`src/rtl/neuromorphic_wb_pkg.sv`:
```
// Shared definitions for the crossbar Wishbone command front-end:
// register offsets, command modes, STATUS layout and bus FSM encoding.
package neuromorphic_wb_pkg;

   localparam logic [7:0] OFS_DATA   = 8'h0C;
   localparam logic [7:0] OFS_STATUS = 8'h10;
   localparam logic [7:0] OFS_CTRL   = 8'h14;

   localparam logic [1:0] MODE_NOP  = 2'b00;
   localparam logic [1:0] MODE_READ = 2'b01;
   localparam logic [1:0] MODE_RSVD = 2'b10;
   localparam logic [1:0] MODE_PROG = 2'b11;

   localparam int ST_CMD_EMPTY = 0;
   localparam int ST_CMD_FULL  = 1;
   localparam int ST_RSP_EMPTY = 2;
   localparam int ST_RSP_FULL  = 3;
   localparam int ST_BAD_MODE  = 4;
   localparam int ST_RD_TMO    = 5;
   localparam int ST_SEL_ERR   = 6;
   localparam int ST_CMD_CNT   = 8;
   localparam int ST_RSP_CNT   = 16;

   typedef enum logic [1:0] {
      BUS_IDLE    = 2'd0,
      BUS_WR_WAIT = 2'd1,
      BUS_RD_WAIT = 2'd2,
      BUS_ACK     = 2'd3
   } bus_state_e;

endpackage

```
`src/rtl/nm_sync_fifo.sv`:
```
// Single-clock FIFO with occupancy count and synchronous flush.
// Head word reads as zero while empty so downstream outputs idle at 0.
module nm_sync_fifo #(
   parameter int WIDTH = 32,
   parameter int DEPTH = 32,
   localparam int AW = $clog2(DEPTH),
   localparam int CW = AW + 1
) (
   input  logic             wb_clk_i,
   input  logic             wb_rst_n_i,
   input  logic             flush,
   input  logic             push,
   input  logic [WIDTH-1:0] din,
   input  logic             pop,
   output logic [WIDTH-1:0] dout,
   output logic [CW-1:0]    count,
   output logic             full,
   output logic             empty
);

   logic [WIDTH-1:0] mem [DEPTH];
   logic [AW-1:0]    wr_ptr;
   logic [AW-1:0]    rd_ptr;
   logic             push_en;
   logic             pop_en;

   assign empty   = (count == '0);
   assign full    = (count == CW'(DEPTH));
   assign pop_en  = pop && !empty;
   // a full FIFO still accepts a word when a slot is freed in the same cycle
   assign push_en = push && (!full || pop_en);
   assign dout    = empty ? '0 : mem[rd_ptr];

   always_ff @(posedge wb_clk_i or negedge wb_rst_n_i) begin
      if (!wb_rst_n_i) begin
         wr_ptr <= '0;
         rd_ptr <= '0;
         count  <= '0;
      end else if (flush) begin
         wr_ptr <= '0;
         rd_ptr <= '0;
         count  <= '0;
      end else begin
         if (push_en) wr_ptr <= wr_ptr + AW'(1);
         if (pop_en)  rd_ptr <= rd_ptr + AW'(1);
         unique case ({push_en, pop_en})
            2'b10:   count <= count + CW'(1);
            2'b01:   count <= count - CW'(1);
            default: count <= count;
         endcase
      end
   end

   always_ff @(posedge wb_clk_i) begin
      if (push_en && !flush) mem[wr_ptr] <= din;
   end

endmodule

```
`src/rtl/neuromorphic_wb_cmd_ctrl.sv`:
```
// Wishbone slave front-end for the crossbar array: queues packed commands
// for the core, returns read results, exposes STATUS/CTRL registers.
//
//   state       | meaning
//   ------------+----------------------------------------------------------
//   BUS_IDLE    | waiting for cyc&stb, decodes and services the access
//   BUS_WR_WAIT | DATA write parked until the command FIFO has a slot
//   BUS_RD_WAIT | DATA read parked until a response arrives or timer expires
//   BUS_ACK     | one-cycle acknowledge, read data presented
module neuromorphic_wb_cmd_ctrl
   import neuromorphic_wb_pkg::*;
#(
   parameter logic [31:0] BASE_ADDR  = 32'h3000_0000,
   parameter int          ROW_W      = 5,
   parameter int          COL_W      = 5,
   parameter int          CMD_DEPTH  = 32,
   parameter int          RSP_DEPTH  = 32,
   parameter int          RSP_W      = 32,
   parameter int          RD_TIMEOUT = 1024,
   localparam int         DATA_W     = 30 - ROW_W - COL_W
) (
   input  logic              wb_clk_i,
   input  logic              wb_rst_n_i,
   input  logic              wbs_stb_i,
   input  logic              wbs_cyc_i,
   input  logic              wbs_we_i,
   input  logic [3:0]        wbs_sel_i,
   input  logic [31:0]       wbs_adr_i,
   input  logic [31:0]       wbs_dat_i,
   output logic [31:0]       wbs_dat_o,
   output logic              wbs_ack_o,
   output logic              cmd_valid_o,
   input  logic              cmd_ready_i,
   output logic [1:0]        cmd_mode_o,
   output logic [ROW_W-1:0]  cmd_row_o,
   output logic [COL_W-1:0]  cmd_col_o,
   output logic [DATA_W-1:0] cmd_data_o,
   input  logic              rsp_valid_i,
   output logic              rsp_ready_o,
   input  logic [RSP_W-1:0]  rsp_data_i,
   output logic              irq_o
);

   localparam int CMD_CW = $clog2(CMD_DEPTH) + 1;
   localparam int RSP_CW = $clog2(RSP_DEPTH) + 1;
   localparam int TW     = (RD_TIMEOUT > 1) ? $clog2(RD_TIMEOUT) : 1;

   bus_state_e        state_q, state_d;
   logic [31:0]       rdata_q, rdata_d;
   logic [TW-1:0]     tmr_q, tmr_d;
   logic              bad_mode_q, rd_tmo_q, sel_err_q;

   logic [31:0]       cmd_head;
   logic [CMD_CW-1:0] cmd_count;
   logic              cmd_full, cmd_empty, cmd_push, cmd_pop;
   logic [RSP_W-1:0]  rsp_head;
   logic [RSP_CW-1:0] rsp_count;
   logic              rsp_full, rsp_empty, rsp_pop;

   logic              flush, clr_flags, set_bad, set_sel, set_tmo;
   logic [31:0]       ofs, status_word, rsp_word;
   logic              in_win, hit_data, hit_status, hit_ctrl, bus_req;
   logic [1:0]        wr_mode;

   nm_sync_fifo #(.WIDTH(32), .DEPTH(CMD_DEPTH)) u_cmd_fifo (
      .wb_clk_i   (wb_clk_i),
      .wb_rst_n_i (wb_rst_n_i),
      .flush      (flush),
      .push       (cmd_push),
      .din        (wbs_dat_i),
      .pop        (cmd_pop),
      .dout       (cmd_head),
      .count      (cmd_count),
      .full       (cmd_full),
      .empty      (cmd_empty)
   );

   nm_sync_fifo #(.WIDTH(RSP_W), .DEPTH(RSP_DEPTH)) u_rsp_fifo (
      .wb_clk_i   (wb_clk_i),
      .wb_rst_n_i (wb_rst_n_i),
      .flush      (flush),
      .push       (rsp_valid_i && rsp_ready_o),
      .din        (rsp_data_i),
      .pop        (rsp_pop),
      .dout       (rsp_head),
      .count      (rsp_count),
      .full       (rsp_full),
      .empty      (rsp_empty)
   );

   assign cmd_valid_o = !cmd_empty;
   assign cmd_pop     = cmd_valid_o && cmd_ready_i;
   assign cmd_mode_o  = cmd_head[31:30];
   assign cmd_row_o   = cmd_head[29 -: ROW_W];
   assign cmd_col_o   = cmd_head[29-ROW_W -: COL_W];
   assign cmd_data_o  = cmd_head[DATA_W-1:0];
   assign rsp_ready_o = !rsp_full;
   assign irq_o       = !rsp_empty || bad_mode_q || rd_tmo_q || sel_err_q;

   assign wbs_ack_o   = (state_q == BUS_ACK);
   assign wbs_dat_o   = wbs_ack_o ? rdata_q : '0;

   assign ofs         = wbs_adr_i - BASE_ADDR;
   assign in_win      = (ofs[31:8] == '0);
   assign hit_data    = in_win && (ofs[7:0] == OFS_DATA);
   assign hit_status  = in_win && (ofs[7:0] == OFS_STATUS);
   assign hit_ctrl    = in_win && (ofs[7:0] == OFS_CTRL);
   assign bus_req     = wbs_cyc_i && wbs_stb_i;
   assign wr_mode     = wbs_dat_i[31:30];
   assign rsp_word    = 32'(rsp_head);

   always_comb begin
      status_word               = '0;
      status_word[ST_CMD_EMPTY] = cmd_empty;
      status_word[ST_CMD_FULL]  = cmd_full;
      status_word[ST_RSP_EMPTY] = rsp_empty;
      status_word[ST_RSP_FULL]  = rsp_full;
      status_word[ST_BAD_MODE]  = bad_mode_q;
      status_word[ST_RD_TMO]    = rd_tmo_q;
      status_word[ST_SEL_ERR]   = sel_err_q;
      status_word[ST_CMD_CNT +: 8] = 8'(cmd_count);
      status_word[ST_RSP_CNT +: 8] = 8'(rsp_count);
   end

   always_comb begin
      state_d   = state_q;
      rdata_d   = rdata_q;
      tmr_d     = tmr_q;
      cmd_push  = 1'b0;
      rsp_pop   = 1'b0;
      flush     = 1'b0;
      clr_flags = 1'b0;
      set_bad   = 1'b0;
      set_sel   = 1'b0;
      set_tmo   = 1'b0;
      unique case (state_q)
         BUS_IDLE: begin
            if (bus_req) begin
               state_d = BUS_ACK;
               rdata_d = '0;
               if (hit_data && wbs_we_i) begin
                  if (wbs_sel_i != 4'hF) begin
                     set_sel = 1'b1;
                  end else begin
                     unique case (wr_mode)
                        MODE_PROG, MODE_READ: begin
                           if (cmd_full) state_d = BUS_WR_WAIT;
                           else          cmd_push = 1'b1;
                        end
                        MODE_RSVD: set_bad = 1'b1;
                        default:   ;
                     endcase
                  end
               end else if (hit_data) begin
                  if (!rsp_empty) begin
                     rsp_pop = 1'b1;
                     rdata_d = rsp_word;
                  end else begin
                     state_d = BUS_RD_WAIT;
                     tmr_d   = TW'(RD_TIMEOUT - 1);
                  end
               end else if (hit_status && !wbs_we_i) begin
                  rdata_d = status_word;
               end else if (hit_ctrl && wbs_we_i) begin
                  flush     = wbs_dat_i[0];
                  clr_flags = wbs_dat_i[1];
               end
            end
         end
         BUS_WR_WAIT: begin
            if (!wbs_cyc_i) begin
               state_d = BUS_IDLE;
            end else if (!cmd_full || cmd_pop) begin
               cmd_push = 1'b1;
               state_d  = BUS_ACK;
            end
         end
         BUS_RD_WAIT: begin
            if (!wbs_cyc_i) begin
               state_d = BUS_IDLE;
            end else if (!rsp_empty) begin
               rsp_pop = 1'b1;
               rdata_d = rsp_word;
               state_d = BUS_ACK;
            end else if (tmr_q == '0) begin
               set_tmo = 1'b1;
               rdata_d = '0;
               state_d = BUS_ACK;
            end else begin
               tmr_d = tmr_q - TW'(1);
            end
         end
         BUS_ACK: state_d = BUS_IDLE;
         default: state_d = BUS_IDLE;
      endcase
   end

   always_ff @(posedge wb_clk_i or negedge wb_rst_n_i) begin
      if (!wb_rst_n_i) begin
         state_q    <= BUS_IDLE;
         rdata_q    <= '0;
         tmr_q      <= '0;
         bad_mode_q <= 1'b0;
         rd_tmo_q   <= 1'b0;
         sel_err_q  <= 1'b0;
      end else begin
         state_q <= state_d;
         rdata_q <= rdata_d;
         tmr_q   <= tmr_d;
         if (clr_flags) begin
            bad_mode_q <= 1'b0;
            rd_tmo_q   <= 1'b0;
            sel_err_q  <= 1'b0;
         end else begin
            bad_mode_q <= bad_mode_q || set_bad;
            rd_tmo_q   <= rd_tmo_q || set_tmo;
            sel_err_q  <= sel_err_q || set_sel;
         end
      end
   end

endmodule

```
`config.mk`:
```
export PLATFORM = sky130hd
export DESIGN_NAME = neuromorphic_wb_cmd_ctrl
export DESIGN_NICKNAME = d
export VERILOG_FILES = /design/src/rtl/neuromorphic_wb_pkg.sv /design/src/rtl/nm_sync_fifo.sv /design/src/rtl/neuromorphic_wb_cmd_ctrl.sv
export SDC_FILE = /design/constraint.sdc
export NUM_CORES = 2
export LEC_CHECK = 0
export CAP_MARGIN = 0
export CORE_AREA = 2 2 488 490
export CTS_CLUSTER_DIAMETER = 150
export DETAILED_ROUTE_END_ITERATION = 7
export DIE_AREA = 0 0 490 492
export DONT_BUFFER_PORTS = 1
export HOLD_SLACK_MARGIN = 0.03
export PLACE_DENSITY = 0.47
export SLEW_MARGIN = 5
export SYNTH_ARGS = -nofsm -noshare
export SYNTH_HDL_FRONTEND = slang
export SYNTH_SLANG_ARGS = --single-unit
```
`constraint.sdc`:
```
create_clock -name wb_clk_i -period 3.8 [get_ports wb_clk_i]
set_input_delay 0.76 -clock wb_clk_i [delete_from_list [all_inputs] [get_ports wb_clk_i]]
set_output_delay 0.76 -clock wb_clk_i [all_outputs]
set_load 0.05 [all_outputs]
```
## Word level (Yosys, flattened, before mapping)

Memories as Yosys holds them, arrays and structs flattened.
Index checks and enable logic that the tools add are counted.

- Flip-flop bits (word level): 79
- Bits in writable memories: 2048
- Input bits: 107
- Output and inout bits: 68
- Logic and storage cells: 186
- Memories kept: 2

Memories:

| memory | depth | width | rd ports | clocked after Yosys merged registers in | wr ports | RTL line | RTL |
|---|---|---|---|---|---|---|---|
| u_cmd_fifo.mem | 32 | 32 | 1 | 0 | 1 | nm_sync_fifo.sv:21 | `logic [WIDTH-1:0] mem [DEPTH];` |
| u_rsp_fifo.mem | 32 | 32 | 1 | 0 | 1 | nm_sync_fifo.sv:21 |  |

- $add $sub $neg: 10
- Equal/unequal tests: 26
- Mux-type cells: 90
- Reductions and logical operators: 46

Operator list:

| cell | number |
|---|---|
| $mux W32 | 9 |
| $mux W10 | 7 |
| $pmux W32 S2 | 1 |
| $mux W1 | 46 |
| $mux W5 | 8 |
| $sub A32 B30 Y32 const B | 1 |
| $logic_not A24 Y1 | 1 |
| $pmux W6 S2 | 2 |
| $mux W22 | 1 |
| $add A5 B1 Y5 const B | 4 |
| $mux W2 | 10 |
| $pmux W10 S2 | 1 |
| $eq A8 B5 Y1 const B | 2 |
| $logic_and A1 B1 Y1 | 15 |
| $ne A2 B2 Y1 const B | 7 |
| $add A6 B1 Y6 const B | 2 |
| $eq A2 B2 Y1 const B | 6 |
| $eq A6 B6 Y1 const B | 2 |
| $logic_not A6 Y1 | 2 |
| $mux W6 | 2 |
| $sub A6 B1 Y6 const B | 2 |
| $logic_not A10 Y1 | 1 |
| $reduce_bool A2 Y1 | 5 |
| $sub A10 B1 Y10 const B | 1 |
| other kinds (14) | 34 |

## Logic depth before layout (Yosys ltp)

- Depth after elaboration: 14
- Depth in mapped cells: 15
- Mapped depth without buffers: 14

## Cells and area by module

Synthesis repeated with hierarchy kept, for this count alone.

- Cell total of the unflattened synthesis: 4072
- Area total of the unflattened synthesis: 83367.5 µm²

Modules (own cells, without submodules):

| module | times used | cells each | area an instance (µm²) | sequential area each (µm²) |
|---|---|---|---|---|
| nm_sync_fifo at u_cmd_fifo | 1 | 1872 | 40154.8 | 31149.9 |
| nm_sync_fifo at u_rsp_fifo | 1 | 1872 | 40137.2 | 31149.9 |
| neuromorphic_wb_cmd_ctrl | 1 | 328 | 3075.4 | 1176.1 |

## Worst setup path after synthesis

No wires, ideal clock.

- Path type: input to register
- Start point: input port wbs_adr_i[30]
- End point: memory u_cmd_fifo.mem[31][0] (enable)
- Library setup time: 421 ps
- Data arrival time: 3723 ps
- Data required time: 3379 ps
- Slack: -344 ps
- Cell stages on the path: 6
- Path buffers: 0
- Path through: nor4b_1 nand4_1 or4_1 nand2_1 nand3_1 nor2_1

- Cells in the longest elaborated chain, start to end: 14
- Elaborated cells between the ends (all ways): 22
- Classes of those cells: 1 x add/sub; 11 x mux; 10 x reduce/logical

Ends and longest elaborated chain:

| element | RTL line | RTL |
|---|---|---|
| from (decl) | neuromorphic_wb_cmd_ctrl.sv:28 | `input logic [31:0] wbs_adr_i,` |
| $sub A32 B30 Y32 * | neuromorphic_wb_cmd_ctrl.sv:103 | `assign ofs = wbs_adr_i - BASE_ADDR;` |
| $logic_not A24 Y1 * | neuromorphic_wb_cmd_ctrl.sv:104 | `assign in_win = (ofs[31:8] == '0);` |
| $logic_and A1 B1 Y1 | neuromorphic_wb_cmd_ctrl.sv:107 | `assign hit_ctrl = in_win && (ofs[7:0] == OFS_CTRL);` |
| $logic_and A1 B1 Y1 | neuromorphic_wb_cmd_ctrl.sv:164 | `end else if (hit_ctrl && wbs_we_i) begin` |
| $mux W1 | neuromorphic_wb_cmd_ctrl.sv:164 |  |
| $mux W1 | neuromorphic_wb_cmd_ctrl.sv:162 | `end else if (hit_status && !wbs_we_i) begin` |
| $mux W1 | neuromorphic_wb_cmd_ctrl.sv:154 | `end else if (hit_data) begin` |
| $mux W1 | neuromorphic_wb_cmd_ctrl.sv:141 | `if (hit_data && wbs_we_i) begin` |
| $mux W1 | neuromorphic_wb_cmd_ctrl.sv:138 | `if (bus_req) begin` |
| $mux W1 | neuromorphic_wb_cmd_ctrl.sv:136 | `unique case (state_q)` |
| $logic_not A1 Y1 | nm_sync_fifo.sv:55 | `if (push_en && !flush) mem[wr_ptr] <= din;` |
| $logic_and A1 B1 Y1 * | nm_sync_fifo.sv:55 |  |
| $mux W1 * | nm_sync_fifo.sv:55 |  |
| $mux W1 (implied by the code) * | nm_sync_fifo.sv:55 |  |
| to (decl) | nm_sync_fifo.sv:21 |  |

Every way passes the cells marked *; elsewhere a longest branch is shown, timed or not.

## Worst setup path in the final report

- Start point: register u_cmd_fifo.rd_ptr[0]
- End point: output port cmd_row_o[2]

- Cells in the longest elaborated chain, start to end: 2

Ends and longest elaborated chain:

| element | RTL line | RTL |
|---|---|---|
| from (decl) | nm_sync_fifo.sv:23 | `logic [AW-1:0] rd_ptr;` |
| from (signal assigned) | nm_sync_fifo.sv:45 | `if (pop_en) rd_ptr <= rd_ptr + AW'(1);` |
| $mem_v2 Z32 W32 | n/a |  |
| $mux W32 | nm_sync_fifo.sv:32 | `assign dout = empty ? '0 : mem[rd_ptr];` |
| to (decl) | neuromorphic_wb_cmd_ctrl.sv:35 | `output logic [ROW_W-1:0] cmd_row_o,` |

No other way between the ends.

==> impl_metrics.env <==
export IMPL_portBuffers=0
export IMPL_dp_slack_ps=222
export IMPL_p_leak_nw=31.0
export IMPL_ant_nets=0
export IMPL_cp_max_fo=9
export IMPL_clk_insertion_delay_late_ps=860
export IMPL_dpl_cell_area_um2=89900
export IMPL_ys_async_sr_fraction_pct=3.71
export IMPL_cts_max_level=4
export IMPL_synth_cell_type_count=56
export IMPL_dpl_cell_count=6784
export IMPL_clk_pin_slew_ps=60
export IMPL_synth_edf_count=2048
export IMPL_synth_area_leaders="edfxtp_1 75%, mux4_2 18%, dfrtp_1 2.4%"
export IMPL_clk_path_buf_depth=3
export IMPL_io_pins=175
export IMPL_stdcell_count=7325
export IMPL_grt_max_degree=80
export IMPL_final_nets=4089
export IMPL_wl_per_cell_um=29.7
export IMPL_grt_pass1_vias=39667
export IMPL_max_stage_delay_ps=600
export IMPL_min_path_type="input pin to flop"
export IMPL_endpoint_kind="output port"
export IMPL_initial_core_util_pct=34.8
export IMPL_outcome="finished, violations left"
export IMPL_grtUsageTotal_pct=17.9
export IMPL_peakVddDrop_mv=0.624
export IMPL_crit_type="flop to output port"
export IMPL_via_count=38068
export IMPL_core_um2=236000
export IMPL_path_cells="buf_12, buf_6, buf_16, buf_12, mux4_2, mux4_2, mux2i_2, nor2_2"
export IMPL_drt_iter0_drc=3214
export IMPL_finalMaxSlewViolations=0
export IMPL_yosys_warnings=0
export IMPL_syn_num_nets=3662
export IMPL_required_ps=3040
export IMPL_antenna_found_initial=18
export IMPL_power_density_nw_per_um2=726
export IMPL_ys_flop_type="edfxtp_1"
export IMPL_clockRootBuffer="clkbuf_16"
export IMPL_die_x_um=490
export IMPL_die_h_um=492
export IMPL_period_needed_ps=4170
export IMPL_grt_ovfl_total=0
export IMPL_rows=179
export IMPL_final_core_util_pct=41.9
export IMPL_fin_worst_skew_ps=33.2
export IMPL_hold_viol_final=0
export IMPL_cap_violations=0
export IMPL_crit_path_start_kind="flop"
export IMPL_netlist_area_leader_share_pct=74.8
export IMPL_worst_slew_pin_slew_ps=1240
export IMPL_ys_ff_latch=2127
export IMPL_layout_drive_gt1_share_pct=34.1
export IMPL_postLayoutCellArea_um2=98900
export IMPL_dieArea_um2=241000
export IMPL_max_freq_mhz=240
export IMPL_synthesis_area_um2=82200
export IMPL_dp_hpwl_um=128000
export IMPL_wl_um=217000
export IMPL_setup_viol=32
export IMPL_critical_path_slowest_cell="mux4_2"
export IMPL_holdWs_ps=158
export IMPL_firstDrtPassIters=7
export IMPL_ys_seq_area_share_pct=77.2
export IMPL_worst_slack_ps=-366
export IMPL_grt_pass1_wl_um=307000
export IMPL_arrival_ps=3410
export IMPL_cts_buffers_inserted=221
export IMPL_clock_sinks=2127
export IMPL_tns_ps=-10210
export IMPL_synth_largest_area_cell="edfxtp_1"
export IMPL_cts_tree="built"
export IMPL_place_congestion=0.732
export IMPL_area_growth_pct=20.3
export IMPL_finalPower_mw=71.8
export IMPL_syn_inst=3532
export IMPL_post_drt_via_cell_ratio=5.20
export IMPL_drc=0
export IMPL_fin_crit_sh_pct=110
export IMPL_relSlewSlack_pct=17.1
export IMPL_rsz0062_at_grt="true"
export IMPL_violations="setup timing"
export IMPL_avgSynthCellArea_um2=23.3
[cell usage in the layout (no fill, tap or decap), types with 11 or more instances in the layout]
cell type,count
a21oi_1,22
and2_1,38
buf_12,170
buf_16,16
buf_4,122
buf_6,25
bufinv_16,16
clkbuf_1,59
clkbuf_16,230
clkinv_1,46
clkinv_2,42
dfrtp_1,70
dlygate4sd3_1,48
edfxtp_1,2048
ha_1,21
inv_1,30
mux2i_1,49
mux2i_2,12
mux4_2,640
nand2_1,56
nand3_1,18
nand4_1,16
nor2_1,72
nor2_4,68
o21ai_0,20
o221ai_1,19
or3_1,11
xnor2_1,17
xor2_1,11
[sequential cells by signal, summed over array words and instances (netlist names), 6 cells and up]
name,cells
u_cmd_fifo.mem,1024
u_cmd_fifo.count,6
tmr_q,10
u_rsp_fifo.count,6
u_rsp_fifo.mem,1024
rdata_q,32
[cells in the mapped netlist, drive strengths merged, types with 2 or more instances]
cell type  instances
edfxtp          2048
mux4             640
nor2             150
clkbuf           113
dfrtp             79
buf               70
mux2i             69
nand2             57
and2              38
inv               31
a21oi             22
ha                22
o21ai             21
o221ai            19
nand3             18
xnor2             17
nand4             16
nor4              11
or3               11
xor2              11
nor3              10
nand3b             7
or2                6
and3               5
or3b               4
or4                4
a31oi              3
nor4b              3
a211oi             2
a221oi             2
and4               2
nor2b              2
nor3b              2
o211ai             2
o31ai              2
o41ai              2
[routing by layer]
layer | global-route usage (%) | part of all wire [%] | wire (µm) | up-vias
met5 | 0 | 0.018 | 39 | -
met2 | 30.0 | 50 | 109000 | 929
met1 | 23.8 | 42 | 91700 | 20921
li1 | - | - | - | 15944
met3 | 3.20 | 4.9 | 10700 | 268
met4 | 5.23 | 2.6 | 5620 | 6
[worst max-delay path, delay by kind of cell (launching register included)]
family	cells	cell delay (ps)
DFF	1	490
and+or+nand+nor	1	160
buffers and inverters	4	560
muxes	3	1320
[final timing paths]
check / startpoint / endpoint / slack, ps / depth (start not counted)
setup / recovery: u_cmd_fifo.rd_ptr[0] / cmd_row_o[2] / -370 / 8
hold / removal: wbs_cyc_i / state_q[0] / 160 / 2
setup reg to reg: state_q[0] / u_rsp_fifo.mem[23][7] / 410 / 10
hold reg to reg: rdata_q[29] / rdata_q[29] / 480 / 2
max in group asynchronous: wb_rst_n_i / u_rsp_fifo.rd_ptr[0] / 2800 / 2
min in group asynchronous: wb_rst_n_i / rdata_q[14] / 410 / 2
[power by group]
group	switching, mW	internal [mW]	leakage [nW]
logic	12.0	10.9	8.14
registers	0.889	26.9	19.4
clock network	9.02	12.0	3.42
total	21.9	49.9	31.0
[cell families after synthesis]
group / count (synthesis) / synth area share [%]
flops: 2127 / 77.2
mux: 709 / 18.4
simple gates: 347 / 2.07
buf+inv: 214 / 0.992
compound gates: 84 / 0.682
xor+xnor: 28 / 0.298
fa+ha+maj: 23 / 0.359
[what timing repair did]
action                                 in CTS  in global routing
pin swaps                                   1                  3
setup buffers                              11                 30
setup endpoints to repair                  32                 32
endpoints found under the hold margin    2128                  0
hold buffers                               67                  0
cloned                                      5                  6
resized for setup                          29                 66
[layout make-up]
cell class,instances,area [µm²]
diodes,9,22.5
clock buffers,289,5910
clock inverters,124,1100
fillers,20457,137000
inverters,31,121
multi-input cells,1191,18600
flip-flops and latches,2127,63500
well taps,3167,3960
repair buffers,387,5670
Power figures use the tool's default switching activity.
